[src/rtl/axis_i2s_tx.sv]
// AXI-Stream stereo sink that serialises left/right sample pairs into an I2S stream for the Pmod I2S2 DAC.
// Define AXIS_I2S_TX_HOLD_EN to repeat the last frame on underrun instead of sending silence.
module axis_i2s_tx #(
  parameter int unsigned DATA_WIDTH = 24
) (
  input  logic                  clk,
  input  logic                  rst,
  input  logic [DATA_WIDTH-1:0] s_axis_data,
  input  logic                  s_axis_valid,
  output logic                  s_axis_ready,
  input  logic                  s_axis_last,
  output logic                  tx_lrck,
  output logic                  tx_sclk,
  output logic                  tx_sdout,
  output logic                  underrun,
  output logic                  pair_err
);

  localparam int unsigned CNT_W  = 9;
  localparam int unsigned SLOT_W = 5;
  localparam int unsigned PAD    = 31 - DATA_WIDTH;
  localparam logic [CNT_W-1:0] CNT_LAST = '1;

  logic [CNT_W-1:0]      cnt;
  logic [CNT_W-1:0]      cnt_next_c;
  logic [SLOT_W-1:0]     slot_next_c;
  logic [DATA_WIDTH-1:0] left_buf;
  logic [DATA_WIDTH-1:0] right_buf;
  logic [DATA_WIDTH-1:0] sh_l;
  logic [DATA_WIDTH-1:0] sh_r;
  logic                  left_ok;
  logic                  pair_full;
  logic                  frame_end_c;
  logic                  accept_c;
  logic                  sd_bit_c;
  logic [31:0]           slot_word_c;

  // Ready drops on the load cycle so an accept never races the frame load.
  assign frame_end_c  = (cnt == CNT_LAST);
  assign s_axis_ready = ~pair_full & ~frame_end_c;
  assign accept_c     = s_axis_valid & s_axis_ready;

  assign cnt_next_c  = cnt + CNT_W'(1);
  assign slot_next_c = cnt_next_c[7:3];
  assign tx_lrck     = cnt[8];
  assign tx_sclk     = cnt[2];

  // Word placed as {1 delay slot, MSB..LSB, zero pad}; slot k reads bit 31-k.
  always_comb begin
    slot_word_c = 32'(cnt_next_c[8] ? sh_r : sh_l) << PAD;
    sd_bit_c    = slot_word_c[5'd31 - slot_next_c];
  end

  always_ff @(posedge clk or posedge rst) begin
    if (rst) begin
      cnt <= '0;
    end else begin
      cnt <= cnt_next_c;
    end
  end

  // Input pair buffer and frame-boundary load into the shift registers.
  always_ff @(posedge clk or posedge rst) begin
    if (rst) begin
      left_buf  <= '0;
      right_buf <= '0;
      sh_l      <= '0;
      sh_r      <= '0;
      left_ok   <= 1'b0;
      pair_full <= 1'b0;
    end else if (frame_end_c) begin
      pair_full <= 1'b0;
      left_ok   <= 1'b0;
      if (pair_full) begin
        sh_l <= left_buf;
        sh_r <= right_buf;
      end else begin
`ifdef AXIS_I2S_TX_HOLD_EN
        sh_l <= sh_l;
        sh_r <= sh_r;
`else
        sh_l <= '0;
        sh_r <= '0;
`endif
      end
    end else if (accept_c) begin
      if (!s_axis_last) begin
        left_buf <= s_axis_data;
        left_ok  <= 1'b1;
      end else begin
        right_buf <= s_axis_data;
        pair_full <= 1'b1;
        if (!left_ok) begin
          left_buf <= '0;
        end
      end
    end
  end

  always_ff @(posedge clk or posedge rst) begin
    if (rst) begin
      tx_sdout <= 1'b0;
      underrun <= 1'b0;
      pair_err <= 1'b0;
    end else begin
      underrun <= frame_end_c & ~pair_full;
      pair_err <= accept_c & s_axis_last & ~left_ok;
      if (cnt[2:0] == 3'd7) begin
        tx_sdout <= sd_bit_c;
      end
    end
  end

endmodule

[config.mk]
export PLATFORM = sky130hd
export DESIGN_NAME = axis_i2s_tx
export DESIGN_NICKNAME = d
export VERILOG_FILES = /design/src/rtl/axis_i2s_tx.sv
export SDC_FILE = /design/constraint.sdc
export NUM_CORES = 1
export LEC_CHECK = 0
export ABC_AREA = 1
export BUFFER_PORTS_ARGS = -buffer_cell sky130_fd_sc_hd__buf_2
export CELL_PAD_IN_SITES_DETAIL_PLACEMENT = 2
export CELL_PAD_IN_SITES_GLOBAL_PLACEMENT = 2
export CORE_MARGIN = 5
export CORE_UTILIZATION = 40
export CTS_CLUSTER_SIZE = 16
export DETAILED_ROUTE_END_ITERATION = 6
export GPL_ROUTABILITY_DRIVEN = 0
export PLACE_DENSITY = 0.93
export SYNTH_ARGS = -nofsm -noshare
export SYNTH_HDL_FRONTEND = slang
export SYNTH_SLANG_ARGS = --single-unit
[constraint.sdc]
create_clock -name clk -period 8.4 [get_ports clk]
set_input_delay 0.84 -clock clk [delete_from_list [all_inputs] [get_ports clk]]
set_output_delay 0.84 -clock clk [all_outputs]
set_load 0.02 [all_outputs]
Word level (Yosys, flattened, before mapping)
Index checks and enable logic that the tools add are counted.
Widths: inputs -> output; s select.

storage, ports and cells
  register bits = 110
  latch bits = 0
  RAM bits = 0
  bits in read-only memories = 0
  input port bits = 28
  output and inout port bits = 6
  word-level logic and storage cells = 44
  memories kept = 0

cells by class
  add/subtract/negate cells = 2
  $mul = 0
  divide/modulo/power cells = 0
  $lt $le $gt $ge = 1
  equality and inequality tests = 4
  shift operators = 0
  mux-type cells = 13
  bitwise logic cells = 8
  reductions and logical operators = 6

operator list
  cell                 count
  $mux 24              5
  $add 9x1->9 const B  1
  $eq 9x9->1 const B   1
  $mux 1               7
  $lt 5x6->1 const B   1
  $reduce_and 3->1     2
  $and 1x1->1          5
  $bmux 1 s5           1
  $sub 5x5->5 const A  1
  $reduce_and 2->1     2
  $reduce_bool 2->1    2
  $eq 3x3->1 const B   1
  $not 1->1            3
  $ne 2x1->1 const B   1
  $ne 2x2->1 const B   1

Logic depth before layout (Yosys ltp)
  word-level depth = 6
  depth in mapped cells = 18
  gate-level depth less buffers = 16

Worst setup path before layout
Ideal clock, no wire load.

  kind = register -> register
  start = register cnt[0]
  end = register tx_sdout
  setup time = 0.116 ns
  arrival = 2.075 ns
  required time = 8.284 ns
  path slack = 6.208 ns
  cell stages (with the launch flop) = 18
  path buffers = 2
  clock period less this slack = 2.192 ns
  path through = dfrtp_1 ha_1 nand3_1 inv_1 nand4_1 nor2_1 ha_1 buf_6 buf_4 nand2_1 a21boi_1 nand2_1 nand3_1 nand3_1 nand3_1 nand3_1 nand2_1 nand2_1

between the ends
  cells in the longest elaborated chain, start to end = 4
  elaborated cells between the ends (all ways) = 6
  those cells by class = add/sub (2); eq/ne (1); mux (3)

ends and longest elaborated chain
  item                          RTL line  source
  start, declared               24        logic [CNT_W-1:0] cnt;
  start signal, assigned        58        cnt <= cnt_next_c;
  $add 9x1->9                   43        assign cnt_next_c = cnt + CNT_W'(1);
  named net cnt_next_c[8]       25        logic [CNT_W-1:0] cnt_next_c;
  $mux 24                       50        slot_word_c = 32'(cnt_next_c[8] ? sh_r : sh_l) << PAD;
  $bmux 1 s5                    51        sd_bit_c = slot_word_c[5'd31 - slot_next_c];
  $mux 1 (not written as such)  51
  end signal, assigned          109       tx_sdout <= sd_bit_c;
  end, declared                 14        output logic tx_sdout,

The timed path passes the listed nets, and every way through them passes these cells. The select of a mux whose other input is x is not followed.
A chain may end at the register's enable or synchronous reset.

Worst setup path after layout
  start = register cnt[0]
  end = register left_buf[0]

between the ends
  cells in the longest elaborated chain, start to end = 5

ends and longest elaborated chain
  item                                 RTL line  source
  $eq 9x9->1 *                         39        assign frame_end_c = (cnt == CNT_LAST);
  $not 1->1 (no source line) *         n/a
  $and 1x1->1                          40        assign s_axis_ready = ~pair_full & ~frame_end_c;
  $and 1x1->1                          41        assign accept_c = s_axis_valid & s_axis_ready;
  $reduce_and 3->1 (no source line) *  n/a
  end signal, assigned                 88        left_buf <= s_axis_data;
  end, declared                        27        logic [DATA_WIDTH-1:0] left_buf;

Mark *: on every way between the ends. The rest lies on a longest branch, timed or not.

==> impl_metrics.csv <==
group,metric,value,unit
placement,dpl_cell_area,5051,um2
global_route,top_usage_layer,"met2",
detailed_routing,antenna_left,0,
clocking,post_cts_resized,0,
worst_setup_path,worstSetupPathType,"flip-flop to flip-flop",
detailed_routing,postRouteWirelength,14930,um
global_route,track_usage,22.05,%
worst_setup_path,r2r_start,"cnt[0]",
hold_path,min-delay-start,"right_buf[4]",
die,coreArea,11960,um2
final_layout,layout.nets,590,
detailed_routing,via_per_inst,5.470,
yosys,netlist_instances,541,
clocking,numCtsBuffers,9,
worst_setup_path,critical_path.startpoint,"cnt[0]",
sta,rsz0062_at_grt,"false",
sta,relSlewSlack,12.40,%
global_route,grtUsageMet3,2.875,%
sta,finalHoldViolations,0,
die,dieArea,14410,um2
power,ir_drop,0.0001104,V
die,rows,40,
worst_setup_path,cp-start-kind,"flip-flop",
power,netSwitchingFraction,21.93,%
power,p_clk_share,42.0,%
yosys,async_reset_ff_share,100.0,%
yosys,synth_flop_cell,"dfrtp_1",
worst_setup_path,arrival,3.50,ns
worst_setup_path,crit_slowest_cell,"or2_1",
placement,dp.cells,694,
sta,fin_crit_sh,39.88,%
clocking,cts.sinks,110,
die,die_h,120.0,um
power,totalPowerFinal,0.9511,mW
final_layout,drive_above_1_share,14.39,%
yosys,yosysTopAreaCell,"dfrtp_1",
worst_setup_path,slowest_delay,0.99,ns
detailed_routing,dr.pass1.iters,4,
hold_path,hold-path-endpoint,"right_buf[4]",
yosys,yosys.cell_count.top_type,"nand2_1",
sta,max_freq,298.5,MHz
power,seq_power_share,55.6,%
worst_setup_path,rrSetupSlack,5.05,ns
run,drv_cap,0,
power,power_frac_comb,2.4,%
sta,clock_skew,0.005418,ns
final_layout,area_growth,10.39,%
yosys,synth_common_cells,"nand2_1 (135), dfrtp_1 (110), inv_1 (77)",
global_route,globalRouteMet2Util,39.83,%
placement,portBuffers,33,
clocking,clk_latency,0.36,ns
worst_setup_path,required,8.55,ns
worst_setup_path,worst_setup_path_end_kind,"flip-flop",
detailed_routing,post_drt_wl_per_cell,21.02,um
worst_setup_path,path_cells,"ha_1 -> nand3_1 -> inv_1 -> nand4_1 -> nor2_1 -> ha_1 -> buf_4 -> nor2_4 -> nand2_1 -> or2_1 -> o22ai_1",
detailed_routing,first_iter_violations,136,
hold_path,min_path_cells,2,
worst_setup_path,cp_max_fo,39,
run_status,status,"finished, final reports clean",
power,p_int,0.7425,mW
global_route,grt_use_met1,26.37,%
die,dieWidth,120.0,um
detailed_routing,drcViolationCount,0,
yosys,ys_seq_area_share,56.85,%
worst_setup_path,reg2reg_to,"left_buf[0]",
yosys,synthDistinctLibCells,27,
clocking,hold_buffers,0,
yosys,syn_avg_cell_area,8.950,um2
yosys,synth_nets,572,
global_route,grt_pass1_vias,4548,
yosys,ys_ff_latch,110,
sta,worst_hold_slack,0.4917,ns
clocking,cts_buffer_depth,2,
hold_path,hold_path.class,"flip-flop to flip-flop",
yosys,ys_warn_count,0,
yosys,synth.cell_area,4842,um2
sta,finalSetupViolCount,0,
power,p_sw,0.2086,mW
placement,dp_hpwl,9436,um
global_route,grt_max_degree,61,
die,initial_utilization,40.48,%
global_route,grt_pass1_wl,24520,um
final_layout,post-route-cell-area,5345,um2
yosys,yosys.area.top_type_share,56.85,%
sta,finalSetupTns,0,ns
global_route,antenna_found_initial,0,
clocking,clk_pin_slew_worst_paths,0.07,ns
yosys,synth_edf_count,0,
clocking,cts_tree,"built",
power,p_leak,2.785,nW
clocking,cts_setup_buffers,0,
worst_setup_path,reg2reg_depth,11,
detailed_routing,vias,3884,
final_layout,antenna_cells,0,
worst_setup_path,cpMostUsedCell,"ha_1",
clocking,cts_root_buf,"clkbuf_16",
yosys,synth_area_leaders,"dfrtp_1 (57%), nand2_1 (10%), inv_1 (6.0%)",
power,power_density,177.9,nW/um2
sta,fin_crit,3.350,ns
final_layout,final_cell_count_no_fill,710,
die,io_pins,34,
global_route,overflow,0,
clocking,cts_htree_levels,3,
sta,tightest_slew,1.314,ns
sta,slew_viol_final,0,
==> sequential cells by signal (all words and copies together), names as in the netlist <==
register,count
left_buf,24
right_buf,24
sh_l,24
sh_r,24
cnt,9
left_ok,1
pair_err,1
pair_full,1
tx_sdout,1
underrun,1
==> power groups by stage <==
stage | Sequential (mW) | Combinational, mW | Clock (mW)
floorplan | 0.540 | 0.0117 | 0
global placement | 0.540 | 0.0213 | 0
detailed placement | 0.540 | 0.0232 | 0
CTS | 0.529 | 0.0235 | 0.407
global route | 0.529 | 0.0260 | 0.427
finish | 0.529 | 0.0226 | 0.399
==> per-stage QoR <==
stage / setup WS [ns] / util (%)
detailed placement: 5.080 / 42.23
CTS: 5.035 / 44.46
floorplan: 4.658 / -
global route: 4.690 / 44.69
global placement: 5.371 / 42.23
finish: 5.050 / 44.69
==> kinds of logic after synthesis <==
kind of cell / Yosys count / synth area share, %
buffers and inverters: 111 / 9.767
flip-flops: 110 / 56.85
AO/OA/AOI/OAI: 97 / 12.69
adder cells (fa/ha/maj): 3 / 0.7753
AND/OR/NAND/NOR: 220 / 19.92
==> final cells by class <==
class,instances,area (um2)
Fill cell,1279,6616
Sequential cell,110,2753
Multi-Input combinational cell,320,1617
Inverter,80,302.8
Clock buffer,11,242.7
Timing Repair Buffer,38,222.7
Tap cell,147,183.9
Clock inverter,4,23.77
==> worst max-delay path, delay by kind of cell (launching register included) <==
family,cells,cell delay (ns)
AOI/OAI and AO/OA,1,0.21
buffers and inverters,2,0.50
and+or+nand+nor,6,1.60
adders and majority gates,2,0.38
DFF,1,0.41
==> layout by cell type, fill, tap and decap left out, types with 3 or more instances in the layout <==
cell / instances
nand2_1: 135
clkbuf_16: 9
inv_1: 76
o22ai_2: 10
a21boi_1: 4
nand3_1: 55
clkinv_2: 3
dfrtp_1: 110
inv_2: 3
nand3_2: 4
ha_1: 3
nand4_1: 7
buf_2: 33
o21ai_0: 54
a21boi_0: 3
o22ai_1: 20
buf_4: 4
nor2_1: 10
nand2_2: 6
==> per-layer routing <==
layer / routed length [um] / vias up
met5: 0 / -
met4: 382 / 0
met3: 262 / 25
met2: 7995 / 40
met1: 6285 / 2052
li1: - / 1767
==> worst max path at each step <==
stage,slack [ns],end,cells past startpoint
2_1_floorplan,4.66,cnt[0],1
3_3_place_gp,5.37,tx_sdout,15
3_5_place_dp,5.08,left_buf[3],11
4_1_cts,5.04,left_buf[0],11
5_1_grt,4.69,tx_sdout,15
6_report,5.05,left_buf[0],11
(Power assumes the default switching activity.)
